**src/rtl/modaddsub_serial_if.sv**
```systemverilog
// Request/response bundle for modaddsub_serial; the optional reduced flag is present
// only when MODADDSUB_REDUCED_FLAG_EN is defined.
interface modaddsub_serial_if #(
    parameter int WIDTH = 381
);
    logic             start;
    logic             subtract;
    logic [WIDTH-1:0] in_a;
    logic [WIDTH-1:0] in_b;
    logic [WIDTH-1:0] in_m;
    logic [WIDTH-1:0] result;
    logic             done;
    logic             busy;
`ifdef MODADDSUB_REDUCED_FLAG_EN
    logic             reduced;
`endif

    modport master (
        output start, subtract, in_a, in_b, in_m,
        input  result, done, busy
`ifdef MODADDSUB_REDUCED_FLAG_EN
        , input reduced
`endif
    );

    modport slave (
        input  start, subtract, in_a, in_b, in_m,
        output result, done, busy
`ifdef MODADDSUB_REDUCED_FLAG_EN
        , output reduced
`endif
    );
endinterface

```
**src/rtl/modaddsub_serial.sv**
```systemverilog
// Digit-serial modular add/subtract: (a+b) mod m or (a-b) mod m, DIGIT bits per cycle.
// Latency: NDIG+1 cycles from the start-sampling edge to the one-cycle done pulse.
// Backpressure: start is ignored while busy; DONE accepts a new start (back-to-back). Option: MODADDSUB_REDUCED_FLAG_EN.
module modaddsub_serial #(
    parameter int WIDTH = 381,
    parameter int DIGIT = 64
) (
    input  logic                clk,
    input  logic                resetn,
    modaddsub_serial_if.slave   bus
);
    localparam int NDIG = (WIDTH + DIGIT - 1) / DIGIT;
    localparam int EXT  = NDIG * DIGIT;
    localparam int CW   = $clog2(NDIG + 1);
    localparam logic [CW-1:0] LAST = CW'(NDIG);

    typedef enum logic [1:0] {IDLE, RUN, DONE} state_t;

    state_t           state, state_nxt;
    logic [CW-1:0]    cnt, cnt_nxt;
    logic             cs, cs_nxt;
    logic             ct, ct_nxt;
    logic [WIDTH-1:0] result_q, result_nxt;
    logic             accept;
    logic             slice_en;
    logic             sel_t;

    logic             sub_q;
    logic [EXT-1:0]   a_sh, b_sh, m_sh;
    logic [EXT-1:0]   s_sh, t_sh;

    logic [DIGIT-1:0] a_d, b_d, m_d;
    logic [DIGIT:0]   s_ext, t_ext;

`ifdef MODADDSUB_REDUCED_FLAG_EN
    logic             red_q, red_nxt;
`endif

    // cs/ct hold carry (add) or borrow (sub) of chains S and T respectively.
    always_comb begin
        a_d = a_sh[DIGIT-1:0];
        b_d = b_sh[DIGIT-1:0];
        m_d = m_sh[DIGIT-1:0];
        if (sub_q) begin
            s_ext = {1'b0, a_d} - {1'b0, b_d} - {{DIGIT{1'b0}}, cs};
            t_ext = {1'b0, s_ext[DIGIT-1:0]} + {1'b0, m_d} + {{DIGIT{1'b0}}, ct};
        end else begin
            s_ext = {1'b0, a_d} + {1'b0, b_d} + {{DIGIT{1'b0}}, cs};
            t_ext = {1'b0, s_ext[DIGIT-1:0]} - {1'b0, m_d} - {{DIGIT{1'b0}}, ct};
        end
    end

    // Add: a+b >= m shows as carry out of S or no borrow out of S-m. Sub: a<b borrows.
    assign sel_t = sub_q ? cs : (cs | ~ct);

    always_comb begin
        state_nxt  = state;
        cnt_nxt    = cnt;
        cs_nxt     = cs;
        ct_nxt     = ct;
        result_nxt = result_q;
        accept     = 1'b0;
        slice_en   = 1'b0;
`ifdef MODADDSUB_REDUCED_FLAG_EN
        red_nxt    = red_q;
`endif
        case (state)
            IDLE, DONE: begin
                if (bus.start) begin
                    accept    = 1'b1;
                    state_nxt = RUN;
                    cnt_nxt   = '0;
                    cs_nxt    = 1'b0;
                    ct_nxt    = 1'b0;
                end else begin
                    state_nxt = IDLE;
                end
            end
            RUN: begin
                if (cnt != LAST) begin
                    slice_en = 1'b1;
                    cnt_nxt  = cnt + CW'(1);
                    cs_nxt   = s_ext[DIGIT];
                    ct_nxt   = t_ext[DIGIT];
                end else begin
                    state_nxt  = DONE;
                    result_nxt = sel_t ? t_sh[WIDTH-1:0] : s_sh[WIDTH-1:0];
`ifdef MODADDSUB_REDUCED_FLAG_EN
                    red_nxt    = sel_t;
`endif
                end
            end
            default: state_nxt = IDLE;
        endcase
    end

    always_ff @(posedge clk or negedge resetn) begin
        if (!resetn) begin
            state    <= IDLE;
            cnt      <= '0;
            cs       <= 1'b0;
            ct       <= 1'b0;
            result_q <= '0;
`ifdef MODADDSUB_REDUCED_FLAG_EN
            red_q    <= 1'b0;
`endif
        end else begin
            state    <= state_nxt;
            cnt      <= cnt_nxt;
            cs       <= cs_nxt;
            ct       <= ct_nxt;
            result_q <= result_nxt;
`ifdef MODADDSUB_REDUCED_FLAG_EN
            red_q    <= red_nxt;
`endif
        end
    end

    // Operands shift down one digit per slice; S and T fill in from the top so the
    // full-width sums sit aligned at bit 0 once the last slice has gone in.
    always_ff @(posedge clk) begin
        if (accept) begin
            sub_q <= bus.subtract;
            a_sh  <= EXT'(bus.in_a);
            b_sh  <= EXT'(bus.in_b);
            m_sh  <= EXT'(bus.in_m);
        end else if (slice_en) begin
            a_sh  <= a_sh >> DIGIT;
            b_sh  <= b_sh >> DIGIT;
            m_sh  <= m_sh >> DIGIT;
            s_sh  <= (s_sh >> DIGIT) | (EXT'(s_ext[DIGIT-1:0]) << (EXT - DIGIT));
            t_sh  <= (t_sh >> DIGIT) | (EXT'(t_ext[DIGIT-1:0]) << (EXT - DIGIT));
        end
    end

    // Padding digits above WIDTH are computed but never reach the result.
    logic unused_pad;
    assign unused_pad = ^{s_sh, t_sh};

    assign bus.result = result_q;
    assign bus.done   = (state == DONE);
    assign bus.busy   = (state == RUN);
`ifdef MODADDSUB_REDUCED_FLAG_EN
    assign bus.reduced = red_q;
`endif

endmodule

```
**src/flat_wrapper.sv**
```systemverilog
// flat-port wrapper written by rule: the top's interface ports become plain ports
module modaddsub_serial_flat 
#(
    parameter int WIDTH = 381,
    parameter int DIGIT = 64
)
  (clk, resetn, bus_start, bus_subtract, bus_in_a, bus_in_b, bus_in_m, bus_result, bus_done, bus_busy);
  modaddsub_serial_if #(.WIDTH(WIDTH)) bus_i ();
  input  logic clk;
  input  logic resetn;
  input wire logic [$bits(bus_i.start)-1:0] bus_start;
  input wire logic [$bits(bus_i.subtract)-1:0] bus_subtract;
  input wire logic [$bits(bus_i.in_a)-1:0] bus_in_a;
  input wire logic [$bits(bus_i.in_b)-1:0] bus_in_b;
  input wire logic [$bits(bus_i.in_m)-1:0] bus_in_m;
  output wire logic [$bits(bus_i.result)-1:0] bus_result;
  output wire logic [$bits(bus_i.done)-1:0] bus_done;
  output wire logic [$bits(bus_i.busy)-1:0] bus_busy;
  assign bus_i.start = bus_start;
  assign bus_i.subtract = bus_subtract;
  assign bus_i.in_a = bus_in_a;
  assign bus_i.in_b = bus_in_b;
  assign bus_i.in_m = bus_in_m;
  assign bus_result = bus_i.result;
  assign bus_done = bus_i.done;
  assign bus_busy = bus_i.busy;
  modaddsub_serial #(.WIDTH(WIDTH), .DIGIT(DIGIT)) u_core (.clk(clk), .resetn(resetn), .bus(bus_i));
endmodule
```
**config.mk**
```make
export PLATFORM = sky130hd
export DESIGN_NAME = modaddsub_serial_flat
export DESIGN_NICKNAME = d
export VERILOG_FILES = /design/src/rtl/modaddsub_serial_if.sv /design/src/rtl/modaddsub_serial.sv /design/src/flat_wrapper.sv
export SDC_FILE = /design/constraint.sdc
export NUM_CORES = 2
export LEC_CHECK = 0
export BUFFER_PORTS_ARGS = -buffer_cell sky130_fd_sc_hd__buf_2
export CORE_UTILIZATION = 25
export CTS_CLUSTER_SIZE = 8
export DETAILED_ROUTE_END_ITERATION = 12
export PLACE_DENSITY = 0.43
export SLEW_MARGIN = 30
export SYNTH_ARGS = -nofsm -noshare
export SYNTH_HDL_FRONTEND = slang
export SYNTH_SLANG_ARGS = --single-unit
export TNS_END_PERCENT = 20
```
**constraint.sdc**
```tcl
create_clock -name clk -period 76.2 [get_ports clk]
set_input_delay 3.81 -clock clk [delete_from_list [all_inputs] [get_ports clk]]
set_output_delay 3.81 -clock clk [all_outputs]
set_load 0.05 [all_outputs]
```
== Word level (Yosys, flattened, before mapping) ==
Cells that the tools add are included.

* Output and inout port bits: 383
* Input bits: 1,147
* Logic and storage cells: 64
* Flip-flop bits (word level): 2,300

* Bitwise operators: 6
* Reductions and logical operators: 7
* Equality and inequality tests: 6
* Muxes and demuxes: 25
* Add/sub/neg operators: 9

{| class="wikitable"
|+ Operators with widths
! operator !! count
|-
| 381-bit 2-to-1 mux || 7
|-
| 320-bit by 384-bit bitwise OR with 384-bit output || 2
|-
| 64-bit by 64-bit adder with 65-bit output || 2
|-
| 65-bit by 1-bit adder with 65-bit output || 2
|-
| 65-bit 2-to-1 mux || 2
|-
| 64-bit by 64-bit subtractor with 65-bit output || 2
|-
| 65-bit by 1-bit subtractor with 65-bit output || 2
|-
| 1-bit 2-to-1 mux || 9
|-
| 3-bit 2-to-1 mux || 2
|-
| 3-bit one-hot mux with 2 select lines || 1
|-
| 2-bit inequality test (second input constant) || 2
|-
| 1-bit one-hot mux with 2 select lines || 2
|-
| 2-bit one-hot mux with 2 select lines || 1
|-
| 2-bit AND reduction || 2
|-
| 2-bit nonzero test || 2
|-
| 3-bit by 1-bit adder with 3-bit output (second input constant) || 1
|-
| 3-bit inequality test (second input constant) || 1
|-
| 1-bit NOT || 3
|-
| 3-bit AND reduction || 1
|-
| 2-bit by 1-bit equality test with 1-bit output (second input constant) || 1
|-
| 2-bit equality test (second input constant) || 1
|-
| 2-bit zero test || 1
|-
| 2-bit 2-to-1 mux || 1
|-
| 2-bit by 1-bit inequality test with 1-bit output (second input constant) || 1
|-
| 2 further kinds || 2
|}

== Logic depth before layout (Yosys ltp) ==
* Depth in word-level cells: 7
* Gate-level depth with buffers: 27
* Gate-level depth less buffers: 27

== Least setup slack after synthesis ==
OpenSTA, ideal clock, no wires.

* Kind: register to register
* Start point: register u_core.state[1]
* End point: register u_core.ct
* Cell stages (with the launch flop): 8
* Buffers on the path: 0
* Clock period less this slack: 43.979 ns
* Arrival time: 43.848 ns
* Data required time: 76.069 ns
* Slack: 32.221 ns
* Setup time: 0.131 ns
* Cell sequence: dfrtp_1 > nor2b_1 > nand2_1 > inv_1 > nor2_1 > inv_1 > o21ai_0 > o31a_1

* Elaborated cells on any way between the ends: 9
* Classes of those cells: 4 x eq/ne; 1 x mux; 4 x reduce/logical

{| class="wikitable"
|+ RTL lines
! item !! line !! source
|-
| start, declared || modaddsub_serial.sv:19 || <nowiki>state_t state, state_nxt;</nowiki>
|-
| start signal, assigned || modaddsub_serial.sv:108 || <nowiki>state <= state_nxt;</nowiki>
|-
| 2-bit by 1-bit equality test with 1-bit output (*) || -- ||
|-
| via bus_busy || flat_wrapper.sv:18 || <nowiki>output wire logic [$bits(bus_i.busy)-1:0] bus_busy;</nowiki>
|-
| 2-bit by 1-bit inequality test with 1-bit output (no source line) / 2-bit nonzero test (equally long branches) || -- ||
|-
| 3-bit AND reduction (no source line) || -- ||
|-
| end signal, assigned || modaddsub_serial.sv:111 || <nowiki>ct <= ct_nxt;</nowiki>
|-
| end, declared || modaddsub_serial.sv:22 || <nowiki>logic ct, ct_nxt;</nowiki>
|}

The timed path passes the listed nets; every way through them passes the cells marked *.
A chain may end at the register's enable or synchronous reset.

== Final worst setup path ==
* Start point: input port bus_start
* End point: register u_core.m_sh[183], enable pin

* Cells in the longest elaborated chain, start to end: 3

{| class="wikitable"
|+ Ends and longest elaborated chain
! item !! line !! source
|-
| start, declared || flat_wrapper.sv:11 || <nowiki>input wire logic [$bits(bus_i.start)-1:0] bus_start;</nowiki>
|-
| 1-bit 2-to-1 mux || modaddsub_serial.sv:69 || <nowiki>if (bus.start) begin</nowiki>
|-
| 1-bit 2-to-1 mux || modaddsub_serial.sv:67 || <nowiki>case (state)</nowiki>
|-
| 2-bit nonzero test (no source line) || -- ||
|-
| end signal, assigned || modaddsub_serial.sv:126 || <nowiki>m_sh <= EXT'(bus.in_m);</nowiki>
|-
| end signal, assigned || modaddsub_serial.sv:130 || <nowiki>m_sh <= m_sh >> DIGIT;</nowiki>
|-
| end, declared || modaddsub_serial.sv:29 || <nowiki>logic [EXT-1:0] a_sh, b_sh, m_sh;</nowiki>
|}

No other way between the ends.

==> flow_metrics.env <==
export IMPL_run_status="completed"
export IMPL_fin_crit_ns=7.86
export IMPL_cts_inserted_buffers=331
export IMPL_die_h_um=656
export IMPL_chipWidth_um=656
export IMPL_layout_nets=12798
export IMPL_cts_resized=0
export IMPL_htree_levels=5
export IMPL_skew_ns=0.0870
export IMPL_synth_top_family_by_area="simple AND/OR/NAND/NOR gates"
export IMPL_maxCapViolations=0
export IMPL_worst_ep_required_time_ns=76.77
export IMPL_syn_inst=9794
export IMPL_yosysWarnings=0
export IMPL_ys_types=88
export IMPL_ys_flop_type="edfxtp_1"
export IMPL_hpwl_um=344000
export IMPL_antenna_found_initial=348
export IMPL_grt_max_degree=261
export IMPL_grt_setup_unrepaired="no"
export IMPL_synthesis_area_um2=107000
export IMPL_n_fill_cell=44340
export IMPL_clockRootBuffer="clkbuf_16"
export IMPL_slew_viol_final=0
export IMPL_final_hold_viol_count=0
export IMPL_postCtsHoldBufs=0
export IMPL_layout_drive_gt1_share=0.177
export IMPL_grt_pass1_vias=75728
export IMPL_fin_tns_setup_ns=0
export IMPL_synthMuxAreaShare=0.0378
export IMPL_critical_path_arrival_ns=8.42
export IMPL_slew_headroom=0.315
export IMPL_yosysMostFrequentCell="nand2_1"
export IMPL_criticalPathCategory="primary input to register"
export IMPL_synth_seq_cells=2300
export IMPL_yosys_area_share_xor_xnor=0.0199
export IMPL_drt_vias_per_instance=4.42
export IMPL_wl_per_cell_um=25.5
export IMPL_cts_sinks=2300
export IMPL_drc_errors=0
export IMPL_synth_common_cells="nand2_1, edfxtp_1, o21ai_0"
export IMPL_ys_async_sr_fraction=0.169
export IMPL_syn_nets=11327
export IMPL_synth_adder_area_share=0.0458
export IMPL_setup_viol=0
export IMPL_num_vias=76167
export IMPL_wl_um=439000
export IMPL_initial_core_util=0.252
export IMPL_startpoint_type="primary input"
export IMPL_clk_latency_ns=0.96
export IMPL_firstDrtPassIters=5
export IMPL_drtIter0Drc=5415
export IMPL_multiInputGateArea_um2=36400
export IMPL_track_usage=0.197
export IMPL_netlist_area_leader_share=0.538
export IMPL_grt_ovfl_total=0
export IMPL_grt_pass1_wl_um=598000
export IMPL_ant_nets=0
export IMPL_yosysTopAreaCell="edfxtp_1"
export IMPL_io_buffers=1529
export IMPL_cp_max_fo=88
export IMPL_clk_pin_slew_ns=0.05
export IMPL_fin_crit_sh=0.103
export IMPL_place_congestion=0.939
export IMPL_area_delta_synth_final_pct=22.3
export IMPL_ys_seq_area_frac=0.629
export IMPL_core_um2=424000
export IMPL_endpoint_kind="register"
export IMPL_synth_compound_area_frac=0.0776
export IMPL_post_cts_setup_buffers=0
export IMPL_max_freq_mhz=127
export IMPL_synth_edf_count=1912
export IMPL_ys_top_cells_by_area="edfxtp_1, nand2_1, dfrtp_1"
export IMPL_seq_area_um2=67100
export IMPL_avgSynthCellArea_um2=10.9
export IMPL_ios=1530
export IMPL_cts_max_path_buffers=4
export IMPL_die_area_um2=430000
export IMPL_rows=239
export IMPL_worst_slew_pin_slew_ns=1.02
export IMPL_cts_tree="built"
export IMPL_min_delay_path_class="register to register"
export IMPL_yosys_area_share_simple=0.160
[state kept, by name, indices dropped and copies added (netlist names)]
register           count
u_core.a_sh          381
u_core.m_sh          381
u_core.cnt             3
u_core.state           2
u_core.ct              1
u_core.t_sh          384
u_core.cs              1
u_core.b_sh          381
u_core.s_sh          384
u_core.bus.result    381
u_core.sub_q           1
[cell families (layout without fill, tap and decap cells)]
logic type | Yosys count | after routing
XOR/XNOR | 242 | 242
buffers and inverters | 866 | 2506
adder cells (fa/ha/maj) | 386 | 386
AO/OA/AOI/OAI | 1390 | 1390
multiplexers | 403 | 403
AND/OR/NAND/NOR | 4207 | 4207
flip-flops | 2300 | 2300
other | 0 | 141
[cell usage in the layout, fill, tap and decap left out, types with 10 or more instances in the layout]
cell type and n:
or3_1 10, mux2i_1 399, o21ai_0 560, clkinv_1 10, nor2b_1 34, o21bai_1 46
nand2_1 3460, and3_1 18, o21a_1 46, ha_1 378, inv_1 386, xor2_1 74
o21ai_1 16, clkinv_16 11, clkbuf_16 336, clkbuf_1 130, nand4_1 64, nor2_1 228
buf_6 17, a21oi_1 360, nand3_1 52, nor4_1 35, a211oi_1 29, a21o_1 100
diode_2 141, edfxtp_1 1912, and2_1 204, dfrtp_1 388, nor3_1 40, xnor2_1 168
a31oi_1 30, buf_2 1528, buf_4 44, o211ai_1 34, o31ai_1 39, nand2b_1 22
[final timing paths]
| kind | from | end | slack [ns] | cells past startpoint |
|---|---|---|---|---|
| max reg2reg | u_core.cs | u_core.t_sh[375] | 68.71 | 26 |
| min reg2reg | u_core.t_sh[114] | u_core.t_sh[50] | 0.38 | 0 |
| max in group asynchronous | resetn | u_core.bus.result[52] | 71.44 | 3 |
| max | bus_start | u_core.m_sh[183] | 68.34 | 9 |
| min in group asynchronous | resetn | u_core.bus.result[141] | 2.83 | 1 |
| min | u_core.t_sh[114] | u_core.t_sh[50] | 0.38 | 0 |
[metrics by stage]
step	hold slack [ns]	cell area, µm²	setup slack [ns]	util	cells
2_1_floorplan	0.400	107000	32.22	-	9794
4_1_cts	0.377	130000	67.81	0.306	17089
3_5_place_dp	0.405	120000	66.82	0.284	16587
5_1_grt	0.388	131000	68.05	0.308	17193
6_report	0.382	131000	68.34	0.308	17238
3_3_place_gp	0.403	120000	66.60	0.284	16586
[worst max-delay path, cell delays in order]
cell and delay [ns]:
buf_2 0.27, nand2b_4 0.40, inv_8 0.56, nor2_1 0.30
inv_8 0.26, buf_16 0.41, buf_6 0.64, buf_6 0.72
buf_4 0.75
[layout make-up]
| class | count | area share |
|---|---|---|
| Inverter | 397 | 0.0116 |
| Clock buffer | 469 | 0.0684 |
| Tap cell | 5663 | 0.0542 |
| Antenna cell | 141 | 0.00270 |
| Clock inverter | 33 | 0.00456 |
| Sequential cell | 2300 | 0.514 |
| Multi-Input combinational cell | 6628 | 0.279 |
| Timing Repair Buffer | 1607 | 0.0657 |
[metal layers]
metal  track usage  vias up  share of wire
li1              -    36792              -
met1         0.246    35972           0.42
met2         0.329     2311           0.47
met3        0.0414      946          0.054
met4        0.0840      146          0.052
met5             0        -         0.0021
Power is left out: the tool's default activity adds up to more than one toggle a clock period on the data nets, which glitch-free logic cannot reach.
